### src/rtl/uart_rx_req_ack.sv
// UART 8N1-style receiver that hands each received word to the system side over a 4-phase req/ack handshake.
// Latency: start-bit fall to async_req rise = SYNC_STAGE + CLKS_PER_BIT/2 + (DATA_WIDTH+1)*CLKS_PER_BIT + 1 cycles.
// Backpressure: none on rx; a good frame arriving while the handshake is busy is dropped and flagged with overrun.
//
// Ports:
//   clock, reset   serial-side clock, synchronous active-high reset
//   rx             asynchronous serial line, idle high
//   async_req/ack  4-phase handshake to the consumer (ack is asynchronous)
//   async_d        received word, stable while a request is in flight
//   frame_err      one-cycle pulse: stop bit sampled low
//   overrun        one-cycle pulse: good frame dropped because handshake was busy
//   busy           receiver FSM is not idle
module uart_rx_req_ack #(
  parameter int DATA_WIDTH   = 8,
  parameter int CLKS_PER_BIT = 16,
  parameter int SYNC_STAGE   = 2
) (
  input  logic                  clock,
  input  logic                  reset,
  input  logic                  rx,
  output logic                  async_req,
  input  logic                  async_ack,
  output logic [DATA_WIDTH-1:0] async_d,
  output logic                  frame_err,
  output logic                  overrun,
  output logic                  busy
);

  localparam int CW = (CLKS_PER_BIT > 1) ? $clog2(CLKS_PER_BIT) : 1;
  localparam int IW = (DATA_WIDTH > 1) ? $clog2(DATA_WIDTH) : 1;
  localparam logic [CW-1:0] HALF_LAST = CW'(CLKS_PER_BIT / 2 - 1);
  localparam logic [CW-1:0] BIT_LAST  = CW'(CLKS_PER_BIT - 1);
  localparam logic [IW-1:0] IDX_LAST  = IW'(DATA_WIDTH - 1);

  // ---------------------------------------------------------------- synchronizers
  logic w_rx_s;
  logic w_ack_s;

  generate
    if (SYNC_STAGE == 0) begin : g_nosync
      assign w_rx_s  = rx;
      assign w_ack_s = async_ack;
    end else begin : g_sync
      logic [SYNC_STAGE-1:0] r_rx_sync;
      logic [SYNC_STAGE-1:0] r_ack_sync;
      // rx resets to the idle-high level so reset release never looks like a start bit
      always_ff @(posedge clock) begin
        if (reset) begin
          r_rx_sync  <= '1;
          r_ack_sync <= '0;
        end else begin
          r_rx_sync  <= (r_rx_sync << 1) | SYNC_STAGE'(rx);
          r_ack_sync <= (r_ack_sync << 1) | SYNC_STAGE'(async_ack);
        end
      end
      assign w_rx_s  = r_rx_sync[SYNC_STAGE-1];
      assign w_ack_s = r_ack_sync[SYNC_STAGE-1];
    end
  endgenerate

  // ---------------------------------------------------------------- RX FSM
  typedef enum logic [2:0] {S_IDLE, S_START, S_DATA, S_STOP, S_BREAK} rx_state_t;

  rx_state_t               r_state;
  rx_state_t               w_state_nxt;
  logic [CW-1:0]           r_cnt;
  logic [IW-1:0]           r_idx;
  logic [DATA_WIDTH-1:0]   r_shift;
  logic                    w_half;
  logic                    w_bit_end;
  logic                    w_good;
  logic                    w_bad;
  logic                    w_cnt_clr;
  logic                    w_busy;

  assign w_half    = (r_cnt == HALF_LAST);
  assign w_bit_end = (r_cnt == BIT_LAST);

  always_ff @(posedge clock) begin
    if (reset) r_state <= S_IDLE;
    else       r_state <= w_state_nxt;
  end

  always_comb begin
    w_state_nxt = r_state;
    case (r_state)
      S_IDLE:  if (!w_rx_s) w_state_nxt = S_START;
      S_START: if (w_half) w_state_nxt = w_rx_s ? S_IDLE : S_DATA;
      S_DATA:  if (w_bit_end && (r_idx == IDX_LAST)) w_state_nxt = S_STOP;
      S_STOP:  if (w_bit_end) w_state_nxt = w_rx_s ? S_IDLE : S_BREAK;
      S_BREAK: if (w_rx_s) w_state_nxt = S_IDLE;
      default: w_state_nxt = S_IDLE;
    endcase
  end

  always_comb begin
    w_busy    = (r_state != S_IDLE);
    w_good    = (r_state == S_STOP) && w_bit_end && w_rx_s;
    w_bad     = (r_state == S_STOP) && w_bit_end && !w_rx_s;
    // cnt restarts on every state change and at each data-bit boundary
    w_cnt_clr = (w_state_nxt != r_state) || (r_state == S_IDLE) ||
                (r_state == S_BREAK) || ((r_state == S_DATA) && w_bit_end);
  end

  always_ff @(posedge clock) begin
    if (reset) begin
      r_cnt   <= '0;
      r_idx   <= '0;
      r_shift <= '0;
    end else begin
      r_cnt <= w_cnt_clr ? '0 : r_cnt + CW'(1);
      if (r_state == S_START) begin
        r_idx <= '0;
      end else if ((r_state == S_DATA) && w_bit_end) begin
        r_shift[r_idx] <= w_rx_s;
        r_idx          <= r_idx + IW'(1);
      end
    end
  end

  // ---------------------------------------------------------------- handshake FSM
  typedef enum logic [1:0] {H_IDLE, H_REQ, H_REL} hs_state_t;

  hs_state_t             r_hs;
  hs_state_t             w_hs_nxt;
  logic                  w_load;
  logic                  r_req;
  logic [DATA_WIDTH-1:0] r_d;
  logic                  r_frame_err;
  logic                  r_overrun;

  always_ff @(posedge clock) begin
    if (reset) r_hs <= H_IDLE;
    else       r_hs <= w_hs_nxt;
  end

  always_comb begin
    w_hs_nxt = r_hs;
    case (r_hs)
      H_IDLE:  if (w_load) w_hs_nxt = H_REQ;
      H_REQ:   if (w_ack_s) w_hs_nxt = H_REL;
      H_REL:   if (!w_ack_s) w_hs_nxt = H_IDLE;
      default: w_hs_nxt = H_IDLE;
    endcase
  end

  // A new request needs a fully idle handshake: ack must have been seen low again.
  always_comb begin
    w_load = (r_hs == H_IDLE) && w_good && !w_ack_s;
  end

  always_ff @(posedge clock) begin
    if (reset) begin
      r_req       <= 1'b0;
      r_d         <= '0;
      r_frame_err <= 1'b0;
      r_overrun   <= 1'b0;
    end else begin
      r_req       <= (w_hs_nxt == H_REQ);
      r_frame_err <= w_bad;
      r_overrun   <= w_good && !w_load;
      if (w_load) r_d <= r_shift;
    end
  end

  assign async_req = r_req;
  assign async_d   = r_d;
  assign frame_err = r_frame_err;
  assign overrun   = r_overrun;
  assign busy      = w_busy;

endmodule

### config.mk
export PLATFORM = sky130hd
export DESIGN_NAME = uart_rx_req_ack
export DESIGN_NICKNAME = d
export VERILOG_FILES = /design/src/rtl/uart_rx_req_ack.sv
export SDC_FILE = /design/constraint.sdc
export NUM_CORES = 1
export LEC_CHECK = 0
export BUFFER_PORTS_ARGS = -buffer_cell sky130_fd_sc_hd__buf_2
export CORE_MARGIN = 4
export CORE_UTILIZATION = 40
export CTS_CLUSTER_DIAMETER = 30
export DETAILED_ROUTE_END_ITERATION = 6
export GPL_TIMING_DRIVEN = 0
export PLACE_DENSITY_LB_ADDON = 0.12
export SYNTH_ARGS = -nofsm -noshare
export SYNTH_HDL_FRONTEND = slang
export SYNTH_SLANG_ARGS = --single-unit
### constraint.sdc
create_clock -name clock -period 1.65 [get_ports clock]
set_clock_uncertainty 0.1 [all_clocks]
set_input_delay 0.165 -clock clock [delete_from_list [all_inputs] [get_ports clock]]
set_output_delay 0.165 -clock clock [all_outputs]
set_load 0.005 [all_outputs]
==> results.json <==
{
  "critPathTopFamily": "compound AO/OA/AOI/OAI gates",
  "critPathSlowestCell": "sky130_fd_sc_hd__a311o_2",
  "worst-path-buf-inv": 0,
  "synth_cells": 154,
  "power_density_nw_per_um2": 798,
  "worst_setup_hold_path_clk_slew_ns": 0.07,
  "netlist_area_um2": 1500,
  "core-area_um2": 3470,
  "internal_power_summed_over_all_cells_mw": 1.17,
  "most_common_cell_after_layout_fill_and_taps_aside": "sky130_fd_sc_hd__dfxtp_1",
  "max_cap_violations": 0,
  "die_h_um": 69.2,
  "ys.warnings.count": 0,
  "clock_tree_from_tritoncts": "done",
  "route.detailed.wl_per_inst_um": 13.3,
  "worst_setup_path_start_kind": "register",
  "final.period_utilization": 1.01,
  "period_needed_ns": 1.66,
  "drive_gt1_frac": 0.276,
  "yosysUniqueCellTypes": 35,
  "synth_top_area_share": 0.468,
  "layout.cells.most_common_list": "28 x sky130_fd_sc_hd__dfxtp_1, 17 x sky130_fd_sc_hd__nand2b_1, 16 x sky130_fd_sc_hd__mux2i_1",
  "report.final.slew_viol_count": 0,
  "drt_iter0_markers": 53,
  "postLayoutCoreUtil": 0.545,
  "io-pin-count": 16,
  "arrival_ns": 1.75,
  "numClockSinks": 35,
  "worst_pin_slew_ns": 0.483,
  "ant_nets": 0,
  "fp.dieArea_um2": 4790,
  "cpPeakStageDelay_ns": 0.46,
  "hold_slack_ns": 0.311,
  "setup_repair_after_global_routing_missed_its_margin": "yes",
  "timing.critical_path.cells": "ha_4 > ha_4 > a311o_2 > a2111oi_4",
  "setup_violations": 1,
  "power.share.sequential": 0.568,
  "place.gp.congestion": 0.845,
  "synth_nets": 161,
  "fp-row-count": 21,
  "synth_top_cell_by_area": "sky130_fd_sc_hd__dfxtp_1",
  "avgSynthCellArea_um2": 9.73,
  "cp_data_required_time_ns": 1.74,
  "power_frac_comb": 0.047,
  "timing_hold_violations_final": 0,
  "synth_top_cells_by_area": "sky130_fd_sc_hd__dfxtp_1 47%, sky130_fd_sc_hd__mux2i_1 11%, sky130_fd_sc_hd__nand2b_1 7.1%",
  "crit_path_end_kind": "register",
  "number_of_flip_flops_and_latches_in_the_synthesized_netlist": 35,
  "detailroute.via_count": 1201,
  "finalPower_mw": 1.51,
  "initial_core_util": 0.432,
  "io_buffer_count": 14,
  "crit_top_cell": "sky130_fd_sc_hd__ha_4",
  "grt_max_degree": 11,
  "cts_max_level": 2,
  "num-fill-cells": 350,
  "power.share.clock": 0.386,
  "detailedPlacementHpwl_um": 2010,
  "critPathKind": "reg -> reg",
  "floorplan.die.width_um": 69.2,
  "cts.path.max_buffers": 2,
  "syn2layout_area_growth_pct": 26.1,
  "drc_errors": 0,
  "grt_pass1_vias": 1136,
  "outcome": "complete, but fails checks",
  "grt_antenna_before_repair": 0,
  "synth_sequential_area_ratio": 0.468,
  "cts-buffers-inserted": 5,
  "leakage_nw": 0.768,
  "violated_checks": "setup timing",
  "route.detailed.vias_per_inst": 5.29,
  "cp_max_fo": 4,
  "post-route-worst-setup-slack_ns": -0.0148,
  "max-vdd-ir-drop_uv": 518,
  "clk_latency_ns": 0.28,
  "fin_nets": 187,
  "clock_tree.root_cell": "sky130_fd_sc_hd__clkbuf_8",
  "slew_headroom": 0.676,
  "globalRoute.totalOverflow": 0,
  "power.switching_fraction": 0.221,
  "gr-usage-all-layers": 0.133,
  "wirelength_um": 3020,
  "fmaxAchievable_mhz": 601,
  "power_switching_mw": 0.333,
  "worst_hold_path_type": "reg -> reg",
  "drt_first_pass_iters": 4,
  "first_pass_grt_wire_length_um": 5170,
  "insertedDiodeCount": 0
}
==> layer usage <==
metal | share of wire | GRT usage | up-vias
met5 | 0 | 0 | -
met1 | 0.48 | 0.161 | 567
li1 | - | - | 602
met3 | 0.043 | 0.0478 | 7
met4 | 0.023 | 0.0889 | 0
met2 | 0.45 | 0.195 | 25
==> registers in the layout, indices dropped and copies added, names as in the netlist, 2 cells and up <==
name	flops
async_d	8
g_sync.r_ack_sync	2
r_hs	2
r_shift	8
r_state	3
g_sync.r_rx_sync	2
r_idx	3
r_cnt	4
==> metrics by stage <==
| stage | setup TNS (ns) | cell area (um2) | std cells | worst slack (ns) |
|---|---|---|---|---|
| after floorplan | 0 | 1510 | 154 | 0.00827 |
| after global placement | -0.554 | 1640 | 214 | -0.0916 |
| after detailed placement | -0.505 | 1640 | 214 | -0.107 |
| after CTS | -0.0768 | 1780 | 225 | -0.0426 |
| after global routing | -0.145 | 1890 | 227 | -0.0559 |
| final | -0.0148 | 1890 | 227 | -0.0148 |
==> layout make-up <==
class                      instances  area, um2  share of cell area
buffer                             5       20.0              0.0106
clock buffer                       7       76.3              0.0404
tap                               46       57.6              0.0305
multi-input combinational        103        831               0.440
timing repair buffer              24        163              0.0861
sequential                        35        714               0.378
clock inverter                     1       5.00             0.00265
inverter                           6       22.5              0.0119
==> power by group through the flow <==
stage	Clock, mW	Sequential, mW	Combinational (mW)
2_1_floorplan	0	0.873	0.0452
3_3_place_gp	0	0.873	0.0601
3_5_place_dp	0	0.873	0.0615
4_1_cts	0.600	0.858	0.0639
5_1_grt	0.641	0.856	0.0794
6_report	0.582	0.856	0.0705
==> repair_timing <==
item / in CTS / in global routing
hold buffers: 2 / 0
pin swaps: 4 / 5
buffers inserted: 4 / 4
endpoints found under the setup margin: 12 / 16
hold endpoints to repair: 2 / 0
gates resized for setup: 7 / 19
==> cells in the mapped netlist <==
cell type                    n
sky130_fd_sc_hd__nor2b_1     4
sky130_fd_sc_hd__nand3_1     9
sky130_fd_sc_hd__and2_1      1
sky130_fd_sc_hd__ha_1        3
sky130_fd_sc_hd__nand4_1     6
sky130_fd_sc_hd__nor3b_1     2
sky130_fd_sc_hd__o21ai_0     5
sky130_fd_sc_hd__clkbuf_1    7
sky130_fd_sc_hd__inv_1       6
sky130_fd_sc_hd__or2_2       2
sky130_fd_sc_hd__xor2_1      1
sky130_fd_sc_hd__dfxtp_1    35
sky130_fd_sc_hd__nor4_1      1
sky130_fd_sc_hd__o221a_1     1
sky130_fd_sc_hd__nor3_1      5
sky130_fd_sc_hd__a311o_1     1
sky130_fd_sc_hd__nor2_1      6
sky130_fd_sc_hd__and4_1      3
sky130_fd_sc_hd__buf_6       1
sky130_fd_sc_hd__a2111oi_0   2
sky130_fd_sc_hd__or2_1       1
sky130_fd_sc_hd__nand2_1     2
sky130_fd_sc_hd__a221oi_1    1
sky130_fd_sc_hd__xnor2_1     3
sky130_fd_sc_hd__a22oi_1     1
sky130_fd_sc_hd__nand2b_1   17
sky130_fd_sc_hd__a21o_1      1
sky130_fd_sc_hd__mux2i_1    16
sky130_fd_sc_hd__a21oi_1     3
sky130_fd_sc_hd__buf_1       1
sky130_fd_sc_hd__and2b_1     1
sky130_fd_sc_hd__a2111oi_1   3
sky130_fd_sc_hd__or3_1       1
sky130_fd_sc_hd__nand3b_1    1
sky130_fd_sc_hd__buf_2       1
==> worst register-to-register path: cells and delay by family, from the launching register on <==
family / cells / cell delay, ns
adders and majority gates: 2 / 0.31
AOI/OAI and AO/OA: 2 / 0.80
DFF: 1 / 0.36
==> cells by family after synthesis <==
| group | share of synthesized area |
|---|---|
| XOR/XNOR | 0.0234 |
| buffers and inverters | 0.0459 |
| multiplexers | 0.107 |
| AO/OA/AOI/OAI | 0.0886 |
| flip-flops | 0.468 |
| AND/OR/NAND/NOR | 0.242 |
| adder cells (fa/ha/maj) | 0.0251 |
==> final timing paths <==
check                                          from                  end  slack [ns]  cells after the start
worst min-delay path            g_sync.r_rx_sync[0]  g_sync.r_rx_sync[1]        0.31                      1
worst max register to register             r_idx[0]             r_cnt[3]       -0.01                      4
worst min register to register  g_sync.r_rx_sync[0]  g_sync.r_rx_sync[1]        0.31                      1
worst max-delay path                       r_idx[0]             r_cnt[3]       -0.01                      4
Note: power is estimated with default switching activity, not from simulation.
